==> config.mk <==
export PLATFORM = sky130hd
export DESIGN_NAME = mem_arbiter
export DESIGN_NICKNAME = d
export VERILOG_FILES = /design/src/rtl/mem_arb_pkg.sv /design/src/rtl/mem_arb_timeout.sv /design/src/rtl/mem_arbiter.sv
export SDC_FILE = /design/constraint.sdc
export NUM_CORES = 1
export LEC_CHECK = 0
export CAP_MARGIN = 10
export CORE_MARGIN = 3
export CORE_UTILIZATION = 40
export DETAILED_ROUTE_END_ITERATION = 10
export PLACE_DENSITY = 0.81
export SLEW_MARGIN = 10
export SYNTH_ARGS = -nofsm -noshare
export SYNTH_HDL_FRONTEND = slang
export SYNTH_SLANG_ARGS = --single-unit
export TNS_END_PERCENT = 50
==> constraint.sdc <==
create_clock -name clk_i -period 11.1 [get_ports clk_i]
set_input_delay 3.33 -clock clk_i [delete_from_list [all_inputs] [get_ports clk_i]]
set_output_delay 3.33 -clock clk_i [all_outputs]
set_load 0.02 [all_outputs]
==> src/rtl/mem_arb_pkg.sv <==
// Shared types and sizing helpers for the shared-memory arbiter.
package mem_arb_pkg;

    // Arbiter sequencing states.
    typedef enum logic [1:0] {
        IDLE = 2'd0,
        BUSY = 2'd1,
        DONE = 2'd2
    } state_e;

    // Which requester currently owns the memory port.
    typedef enum logic {
        GNT_IF = 1'b0,
        GNT_DM = 1'b1
    } grant_e;

    localparam int TIMEOUT_DEFAULT = 255;

    // Width of a counter that must be able to hold the value TIMEOUT.
    function automatic int timeout_cnt_w(input int timeout);
        return (timeout < 1) ? 1 : $clog2(timeout + 1);
    endfunction

endpackage

==> src/rtl/mem_arb_timeout.sv <==
// Clearable up-counter that flags when the arbiter has waited TIMEOUT
// BUSY cycles without a memory acknowledge.
module mem_arb_timeout
    import mem_arb_pkg::*;
#(
    parameter int TIMEOUT = TIMEOUT_DEFAULT,
    parameter int CNT_W   = timeout_cnt_w(TIMEOUT)
) (
    input  logic clk_i,
    input  logic rst_i,
    input  logic clr_i,
    input  logic en_i,
    output logic tc_o
);

    localparam logic [CNT_W-1:0] TC_VAL = CNT_W'(TIMEOUT - 1);

    logic [CNT_W-1:0] cnt_q;
    logic [CNT_W-1:0] cnt_d;

    // Terminal count is reached on the TIMEOUT-th enabled cycle after a clear.
    assign tc_o = (cnt_q == TC_VAL);

    // Next count: clear wins, otherwise count up and park at terminal count.
    always_comb begin
        // NOTE: default assignment first so every path drives cnt_d and no latch is inferred.
        cnt_d = cnt_q;
        if (clr_i) begin
            cnt_d = '0;
        end else if (en_i && !tc_o) begin
            cnt_d = cnt_q + CNT_W'(1);
        end
    end

    // Count register.
    always_ff @(posedge clk_i or posedge rst_i) begin
        // NOTE: non-blocking assignments so every flop samples pre-edge values.
        if (rst_i) begin
            cnt_q <= '0;
        end else begin
            cnt_q <= cnt_d;
        end
    end

endmodule

==> src/rtl/mem_arbiter.sv <==
// Arbiter/sequencer for the single backing memory shared by instruction
// fetch (if) and MEM-stage data access (dm). Define MEM_ARB_RR_EN for
// round-robin arbitration on contention; otherwise dm has fixed priority.
module mem_arbiter
    import mem_arb_pkg::*;
#(
    parameter int ADDR_W  = 32,
    parameter int DATA_W  = 32,
    parameter int TIMEOUT = TIMEOUT_DEFAULT
) (
    input  logic              clk_i,
    input  logic              rst_i,
    input  logic              start_i,
    input  logic              if_req_i,
    input  logic [ADDR_W-1:0] if_addr_i,
    output logic [DATA_W-1:0] if_rdata_o,
    output logic              if_ready_o,
    input  logic              dm_req_i,
    input  logic              dm_we_i,
    input  logic [ADDR_W-1:0] dm_addr_i,
    input  logic [DATA_W-1:0] dm_wdata_i,
    output logic [DATA_W-1:0] dm_rdata_o,
    output logic              dm_ready_o,
    output logic              mem_req_o,
    output logic              mem_we_o,
    output logic [ADDR_W-1:0] mem_addr_o,
    output logic [DATA_W-1:0] mem_wdata_o,
    input  logic              mem_ack_i,
    input  logic [DATA_W-1:0] mem_rdata_i,
    output logic              stall_o,
    output logic              err_o,
    output logic [31:0]       stall_cnt_o
);

    state_e            state_q;
    grant_e            gnt_q;
    grant_e            gnt_d;
    logic              mem_req_q;
    logic              mem_we_q;
    logic [ADDR_W-1:0] mem_addr_q;
    logic [DATA_W-1:0] mem_wdata_q;
    logic [DATA_W-1:0] if_rdata_q;
    logic [DATA_W-1:0] dm_rdata_q;
    logic              if_ready_q;
    logic              dm_ready_q;
    logic              err_q;
    logic [31:0]       stall_cnt_q;
    logic [31:0]       stall_cnt_d;
    logic              any_req;
    logic              grant_fire;
    logic              busy_tc;

`ifdef MEM_ARB_RR_EN
    grant_e            last_grant_q;
`endif

    assign if_rdata_o  = if_rdata_q;
    assign if_ready_o  = if_ready_q;
    assign dm_rdata_o  = dm_rdata_q;
    assign dm_ready_o  = dm_ready_q;
    assign mem_req_o   = mem_req_q;
    assign mem_we_o    = mem_we_q;
    assign mem_addr_o  = mem_addr_q;
    assign mem_wdata_o = mem_wdata_q;
    assign err_o       = err_q;
    assign stall_cnt_o = stall_cnt_q;

    // A requester stalls the pipeline until its completion cycle.
    assign stall_o = (if_req_i & ~if_ready_q) | (dm_req_i & ~dm_ready_q);

    // Pick the winner among the current requests.
    always_comb begin
        any_req = if_req_i | dm_req_i;
        gnt_d   = GNT_DM;
`ifdef MEM_ARB_RR_EN
        if (if_req_i && dm_req_i) begin
            gnt_d = (last_grant_q == GNT_DM) ? GNT_IF : GNT_DM;
        end else if (if_req_i) begin
            gnt_d = GNT_IF;
        end
`else
        if (if_req_i && !dm_req_i) begin
            gnt_d = GNT_IF;
        end
`endif
    end

    assign grant_fire = (state_q == IDLE) && start_i && any_req;

    // Watchdog on the BUSY wait; restarted on every grant.
    mem_arb_timeout #(
        .TIMEOUT (TIMEOUT)
    ) u_timeout (
        .clk_i (clk_i),
        .rst_i (rst_i),
        .clr_i (grant_fire),
        .en_i  (state_q == BUSY),
        .tc_o  (busy_tc)
    );

`ifdef MEM_ARB_RR_EN
    // Remember the last winner so the other side wins the next contention.
    always_ff @(posedge clk_i or posedge rst_i) begin
        if (rst_i) begin
            last_grant_q <= GNT_DM;
        end else if (grant_fire) begin
            last_grant_q <= gnt_d;
        end
    end
`endif

    // Main sequencer: grant, hold the memory request until ack or timeout,
    // then pulse the winner's ready for one cycle.
    always_ff @(posedge clk_i or posedge rst_i) begin
        if (rst_i) begin
            state_q     <= IDLE;
            gnt_q       <= GNT_DM;
            mem_req_q   <= 1'b0;
            mem_we_q    <= 1'b0;
            mem_addr_q  <= '0;
            mem_wdata_q <= '0;
            if_rdata_q  <= '0;
            dm_rdata_q  <= '0;
            if_ready_q  <= 1'b0;
            dm_ready_q  <= 1'b0;
            err_q       <= 1'b0;
        end else begin
            if_ready_q <= 1'b0;
            dm_ready_q <= 1'b0;
            case (state_q)
                IDLE: begin
                    if (grant_fire) begin
                        gnt_q     <= gnt_d;
                        mem_req_q <= 1'b1;
                        state_q   <= BUSY;
                        if (gnt_d == GNT_DM) begin
                            mem_we_q    <= dm_we_i;
                            mem_addr_q  <= dm_addr_i;
                            mem_wdata_q <= dm_wdata_i;
                        end else begin
                            mem_we_q    <= 1'b0;
                            mem_addr_q  <= if_addr_i;
                            mem_wdata_q <= '0;
                        end
                    end
                end
                BUSY: begin
                    if (mem_ack_i) begin
                        mem_req_q <= 1'b0;
                        state_q   <= DONE;
                        if (gnt_q == GNT_DM) begin
                            dm_ready_q <= 1'b1;
                            if (!mem_we_q) dm_rdata_q <= mem_rdata_i;
                        end else begin
                            if_ready_q <= 1'b1;
                            if (!mem_we_q) if_rdata_q <= mem_rdata_i;
                        end
                    end else if (busy_tc) begin
                        mem_req_q <= 1'b0;
                        err_q     <= 1'b1;
                        state_q   <= DONE;
                        if (gnt_q == GNT_DM) begin
                            dm_ready_q <= 1'b1;
                            dm_rdata_q <= '0;
                        end else begin
                            if_ready_q <= 1'b1;
                            if_rdata_q <= '0;
                        end
                    end
                end
                DONE: begin
                    state_q <= IDLE;
                end
                default: begin
                    state_q <= IDLE;
                end
            endcase
        end
    end

    // Saturating count of cycles the running CPU spends stalled.
    always_comb begin
        stall_cnt_d = stall_cnt_q;
        if (stall_o && start_i && (stall_cnt_q != 32'hFFFF_FFFF)) begin
            stall_cnt_d = stall_cnt_q + 32'd1;
        end
    end

    // Stall counter register.
    always_ff @(posedge clk_i or posedge rst_i) begin
        if (rst_i) begin
            stall_cnt_q <= '0;
        end else begin
            stall_cnt_q <= stall_cnt_d;
        end
    end

endmodule

==> key figures <==
Run status
  – Status: complete, no violations

Min path
  – HP Class: reg2reg

Floorplan
  – Starting Density: 0.415
  – Ports: 301
  – Cell Rows: 48
  – Die width: 141 µm
  – Die extent in y: 141 µm
  – Area of the die: 19800 µm²
  – Core area: 17500 µm²

Synth
  – Synth top area cells: dfrtp_1 60%, a32o_1 8.8%, mux2i_1 4.4%
  – Register area share after synthesis: 0.606
  – Mapped Avg Cell Area: 12.3 µm²
  – Most frequent cell after synthesis: dfrtp_1
  – Largest family of logic cells by synthesized area: compound AO/OA/AOI/OAI gates
  – Synthesized net count: 728
  – Post-synthesis simple-gate area fraction: 0.108
  – Complex-gate fraction of the synthesized area: 0.170
  – Yosys Warn Count: 0
  – Top FF cell, synth: dfrtp_1
  – Yosys top cell area share: 0.602
  – Post-synth EDFFs: 0
  – Asr flop ratio synth: 1.00
  – Xor and xnor fraction of the mapped netlist area: 0.0373
  – Cell Area, Synth: 7270 µm²
  – Post-synth top cells: 175 x dfrtp_1, 64 x a32o_1, 45 x nand2_1
  – Synth Area in Adders: 0.00516
  – Post-synthesis mux area share: 0.0456
  – Count of unique library cells instantiated by Yosys: 47
  – Yosys top cell by area: dfrtp_1
  – Post-synthesis cell count: 590
  – #FFs+latches synth: 176

Setup path
  – R2R depth: 7
  – CP endpoint: stall_o
  – Critical path start-end classification: in2out
  – Worst EP arrival: 4.81 ns
  – Worst-path fanout max: 5
  – Crit end category: output pin
  – Internal reg-to-reg setup slack: 8.55 ns
  – Worst r2r src: stall_cnt_o[0]
  – Crit. Startpoint: dm_req_i
  – Worst reg2reg endpoint: stall_cnt_o[1]
  – CP startpoint kind: input pin
  – WP data required: 7.77 ns

GRT
  – First-pass GRT wire length: 32800 µm
  – Vias in the first global route: 6152
  – Initial antenna violation count: 0
  – Total track usage: 0.205
  – Largest net degree at the start of global routing: 103
  – Congestion Overflow GR: 0

Timing
  – Slew Limit Fails: 0
  – Total Neg Setup Slack: 0 ns
  – Worst-margin pin slew: 1.15 ns
  – Final setup viols: 0
  – Min cycle time layout: 8.14 ns
  – Maximum clock frequency: 0.123 GHz
  – Fin Clk Skew: 0.0146 ns
  – Final Hold Fails: 0
  – RSZ-0062 raised after global routing: no
  – Slew headroom: 0.229
  – Period utilization: 0.734
  – WHS: 0.458 ns

Clock tree
  – CTS tree: built
  – Post-cts hold buffer count: 0
  – Post-CTS Setup Bufs: 0
  – Clk_lat worst skew: 0.42 ns
  – Worst-path clk slew: 0.07 ns
  – Post_cts resized: 0
  – Max H-tree Level: 4
  – Num CTS Buffers: 17
  – Root buf cell: clkbuf_16
  – Clk sinks: 176
  – CTS max path bufs: 2

Route
  – Total routed wirelength: 20300 µm
  – Final ANT Viol Nets: 0
  – DRC errors left: 0
  – Wire per inst: 18.2 µm
  – Vias: 5974
  – DRT iter0 DRCs: 249
  – First-pass DRT Iterations: 4
  – Routed vias/inst: 5.37

Placement
  – Placer congestion estimate: 0.825
  – IO buf count: 300
  – DP Wirelength: 14400 µm

Pwr
  – VDD IR max: 0.139 mV
  – Int Pwr: 1.70 mW
  – Sw Ratio: 0.359
  – Cell area power density: 239 nW/µm²
  – P_sw: 0.952 mW
  – Seq pwr share: 0.373
  – Leak: 4.70 nW
  – Combinational share of power: 0.406
  – Clock power share: 0.221

Cells and area
  – Share of layout cells above drive strength 1: 0.0664
  – # diodes: 0
  – Fill cells: 1422
  – Final net count: 1013
  – Area grow syn2layout: 52.4%
  – Final Core Density: 0.632

Run
  – Max Cap Viol: 0
## worst min path at each step
| stage | slack [ns] | end | cells after the start | start |
|---|---|---|---|---|
| after global routing | 0.47 | err_o | 1 | err_o |
| after CTS | 0.46 | err_o | 1 | err_o |
| after detailed placement | 0.44 | err_o | 1 | err_o |
| final | 0.46 | err_o | 1 | err_o |
| after floorplan | 0.47 | u_timeout.cnt_q[2] | 1 | u_timeout.cnt_q[2] |
| after global placement | 0.44 | err_o | 1 | err_o |
## placed cells by master, fill, tap and decap left out, types with 11 or more instances in the layout
master and instances:
dfrtp_1 175, nand4_1 11, a22o_1 33, clkdlybuf4s50_1 300, a32o_1 64, o21ai_0 39, nand3_1 18, mux2i_1 32
nand2_1 45, nor3_1 14, clkbuf_16 17, xor2_1 22, nor2_1 15
## kinds of logic after synthesis
kind of cell	Yosys count
AOI/OAI and AO/OA	154
buffers and inverters	52
and+or+nand+nor	141
muxes	33
adders and majority gates	3
DFF	176
xor gates and xnor gates	31
## worst max-delay path, stage by stage
cell	delay, ns
clkdlybuf4s50_1	0.64
nand2b_1	0.16
nand2_1	0.08
clkdlybuf4s50_1	0.60
## layer usage
metal  vias up  share of wire  global-route usage
met1      2925           0.40               0.254
li1       2786              -                   -
met5         -              0                   0
met4         0          0.019              0.0673
met2       242           0.50               0.348
met3        21          0.077              0.0590
## metrics by stage
stage	cell area [µm²]	std cells	total power [mW]	setup slack, ns
floorplan	7270	590	1.51	3.00
global placement	10500	1081	2.06	2.99
detailed placement	10500	1081	2.08	2.95
CTS	11100	1113	2.68	2.94
global route	11100	1113	2.79	2.91
finish	11100	1113	2.65	2.96
## power groups by stage
stage / clock (mW) / sequential, mW / combinational [mW]
finish: 0.585 / 0.990 / 1.07
global route: 0.631 / 1.02 / 1.14
CTS: 0.602 / 0.990 / 1.09
detailed placement: 0 / 0.999 / 1.09
global placement: 0 / 0.988 / 1.07
floorplan: 0 / 1.24 / 0.265
## cell type report
cell class	instances	area (µm²)	area share
repair buffers	309	3070	0.277
multi-input cells	362	2700	0.244
inverters	9	38.8	0.00350
clock inverters	15	161	0.0146
flip-flops and latches	176	4410	0.398
clock buffers	17	425	0.0384
well taps	225	282	0.0254
## registers in the layout (all words and copies together) (netlist names)
name	count
dm_ready_o	1
if_ready_o	1
state_q	2
mem_we_o	1
mem_addr_o	32
stall_cnt_o	32
mem_req_o	1
mem_wdata_o	32
err_o	1
if_rdata_o	32
gnt_q	1
u_timeout.cnt_q	8
dm_rdata_o	32
No activity file was read; power rests on OpenSTA's default activity.
==> RTL change: new RTL, same flow settings <==
The 3 states of `state_e` get a one-hot encoding in 3 bits.
--- a/src/rtl/mem_arb_pkg.sv
+++ b/src/rtl/mem_arb_pkg.sv
@@ -4,6 +4,6 @@
     // Arbiter sequencing states.
-    typedef enum logic [1:0] {
-        IDLE = 2'd0,
-        BUSY = 2'd1,
-        DONE = 2'd2
+    typedef enum logic [2:0] {
+        IDLE = 3'b001,
+        BUSY = 3'b010,
+        DONE = 3'b100
     } state_e;
Function: same outputs for any inputs over 4 cycles, from zero or initial values and one cycle with rst_i high; so few cycles prove little.
==> RTL change against the unedited design <==
- setup slack gained 70 ps
- first-iteration DRC count up 2.4%
- wire length is 0.62% lower
- highest routed layer unchanged
- clock power grew 2%
- count of clock-buffer cells in the layout is 2 higher
- global-route usage is 0.13 points lower
- sequential cell count rose by 1
- fmax rose by 0.87%
- total power fell by 4.3%
- cell area is 0.12% higher
- area after synthesis grew 0.38%
- largest power group is now sequential cells
- combinational power shrank 9%
==> RTL change: results (changes against the unedited design) <==
[outcome]
outcome = finished clean  ; unchanged

[placement]
gp_congestion = 0.824  ; was 0.825
dpl-instance-area_um2 = 10500  ; about the same
dp.cells = 1173  ; was 1081
hpwl_um = 14300  ; was 14400 µm

[worst_setup_path]
crit_arrival_ps = 4740  ; was 4810 ps
worstSetupStartpoint = dm_req_i  ; unchanged
r2r_slack_ps = 8690  ; was 8550 ps
r2r_cells = 5  ; was 7
reg2reg_to = stall_cnt_o[1]$_DFFE_PP0P_  ; unchanged
max_stage_delay_ps = 630

[timing]
period_needed_ps = 8070  ; was 8140 ps
fin_hold_ws_ps = 471  ; was 458 ps
worstMarginPinSlew_ps = 1020  ; was 1150 ps
fin_worst_skew_ps = 7.28  ; was 14.6 ps

[synthesis]
ys_ff_latch = 177  ; was 176
synth_nets = 818  ; was 728
synthTopCellsByCount = 175 x dfrtp_1, 142 x nand2_1, 101 x o21ai_0  ; was 175 x dfrtp_1, 64 x a32o_1, 45 x nand2_1
synth_cell_types = 45  ; was 47
seq_area_frac_synth_pct = 60.7  ; was 60.6%
synth.area.top_cells = dfrtp_1 60%, nand2_1 7.3%, o21ai_0 6.9%  ; was dfrtp_1 60%, a32o_1 8.8%, mux2i_1 4.4%
yosys_warnings = 0  ; unchanged
synth.avg_cell_area_um2 = 10.7  ; was 12.3 µm²

[route]
vias_per_cell = 5.01  ; was 5.37
wl_met2_um = 9810  ; was 10200 µm
wl_per_cell_um = 16.7  ; was 18.2 µm
drt_pass1_iterations = 5  ; was 4
wl_met1_um = 8320  ; was 8130 µm
drt-total-wl_um = 20200  ; was 20300 µm
wl_met3_um = 1740  ; was 1560 µm
drtIter0Drc = 255  ; was 249

[clock_tree]
cts_hold_buf = 0  ; unchanged
htree_num_levels = 4  ; unchanged
cts_root_buf = clkbuf_16  ; unchanged

[power]
p_leak_nw = 4.78  ; was 4.70 nW
max-vdd-ir-drop_v = 0.000121  ; was 0.000139 V
power.density_nw_per_um2 = 228  ; was 239 nW/µm²

[global_route]
grt_pass1_wl_um = 32700  ; was 32800 µm
grt_util_all_layers_pct = 20.4  ; was 20.5%
grt_max_degree = 102  ; was 103
use_met2_pct = 34.0  ; was 34.8%
met1_usage_pct = 24.8  ; was 25.4%
globalRouteMet3Util_pct = 7.63  ; was 5.90%
grt_pass1_vias = 6232  ; was 6152

[cells_and_area]
multi_input_area_um2 = 2720  ; was 2700 µm²
clkbuf_count = 19  ; was 17
fillCellCount = 1445  ; was 1422
seq_share_pct = 39.9  ; was 39.8%
buf_share_pct = 27.5  ; was 27.7%
n_all_inverters = 6  ; was 9
final_layout_size_suffix_gt1_share_pct = 5.41  ; was 6.64%
signal_buffers = 307  ; was 309
nMultiInputCombCells = 458  ; was 362
layout.nets = 1105  ; was 1013
final-clk-cell-share_pct = 5.27  ; was 5.30%

[hold_path]
worstHoldPathCells = 1  ; unchanged

[RTL change: changes by cell type after synthesis, moves of 4 or more]
cell	unedited run	this run
xnor2_1	9	20
nor3_1	14	10
nand4_1	11	15
xor2_1	22	15
a32o_1	64	0
nand2_1	45	142
o21ai_0	40	101
[RTL change: cells by family (layout without fill, tap and decap cells)]
group	count (synthesis)	count (layout)	share of synthesized area, %
fa+ha+maj	3	3	0.514
compound gates	147	147	12.2
simple gates	239	239	15.3
flops	177	177	60.7
mux	34	34	4.70
buf+inv	45	344	2.43
xor+xnor	35	35	4.20
[RTL change: worst max-delay path, delay by kind of cell]
family                 cells  cell delay (ps)
buffers and inverters      2             1230
AND/OR/NAND/NOR            2              190
[RTL change: power by group]
group          switching, mW  leakage, nW  total [mW]  internal [mW]
registers              0.124         2.32       0.970          0.846
logic                  0.498         2.17       0.969          0.471
clock network          0.253        0.290       0.596          0.344
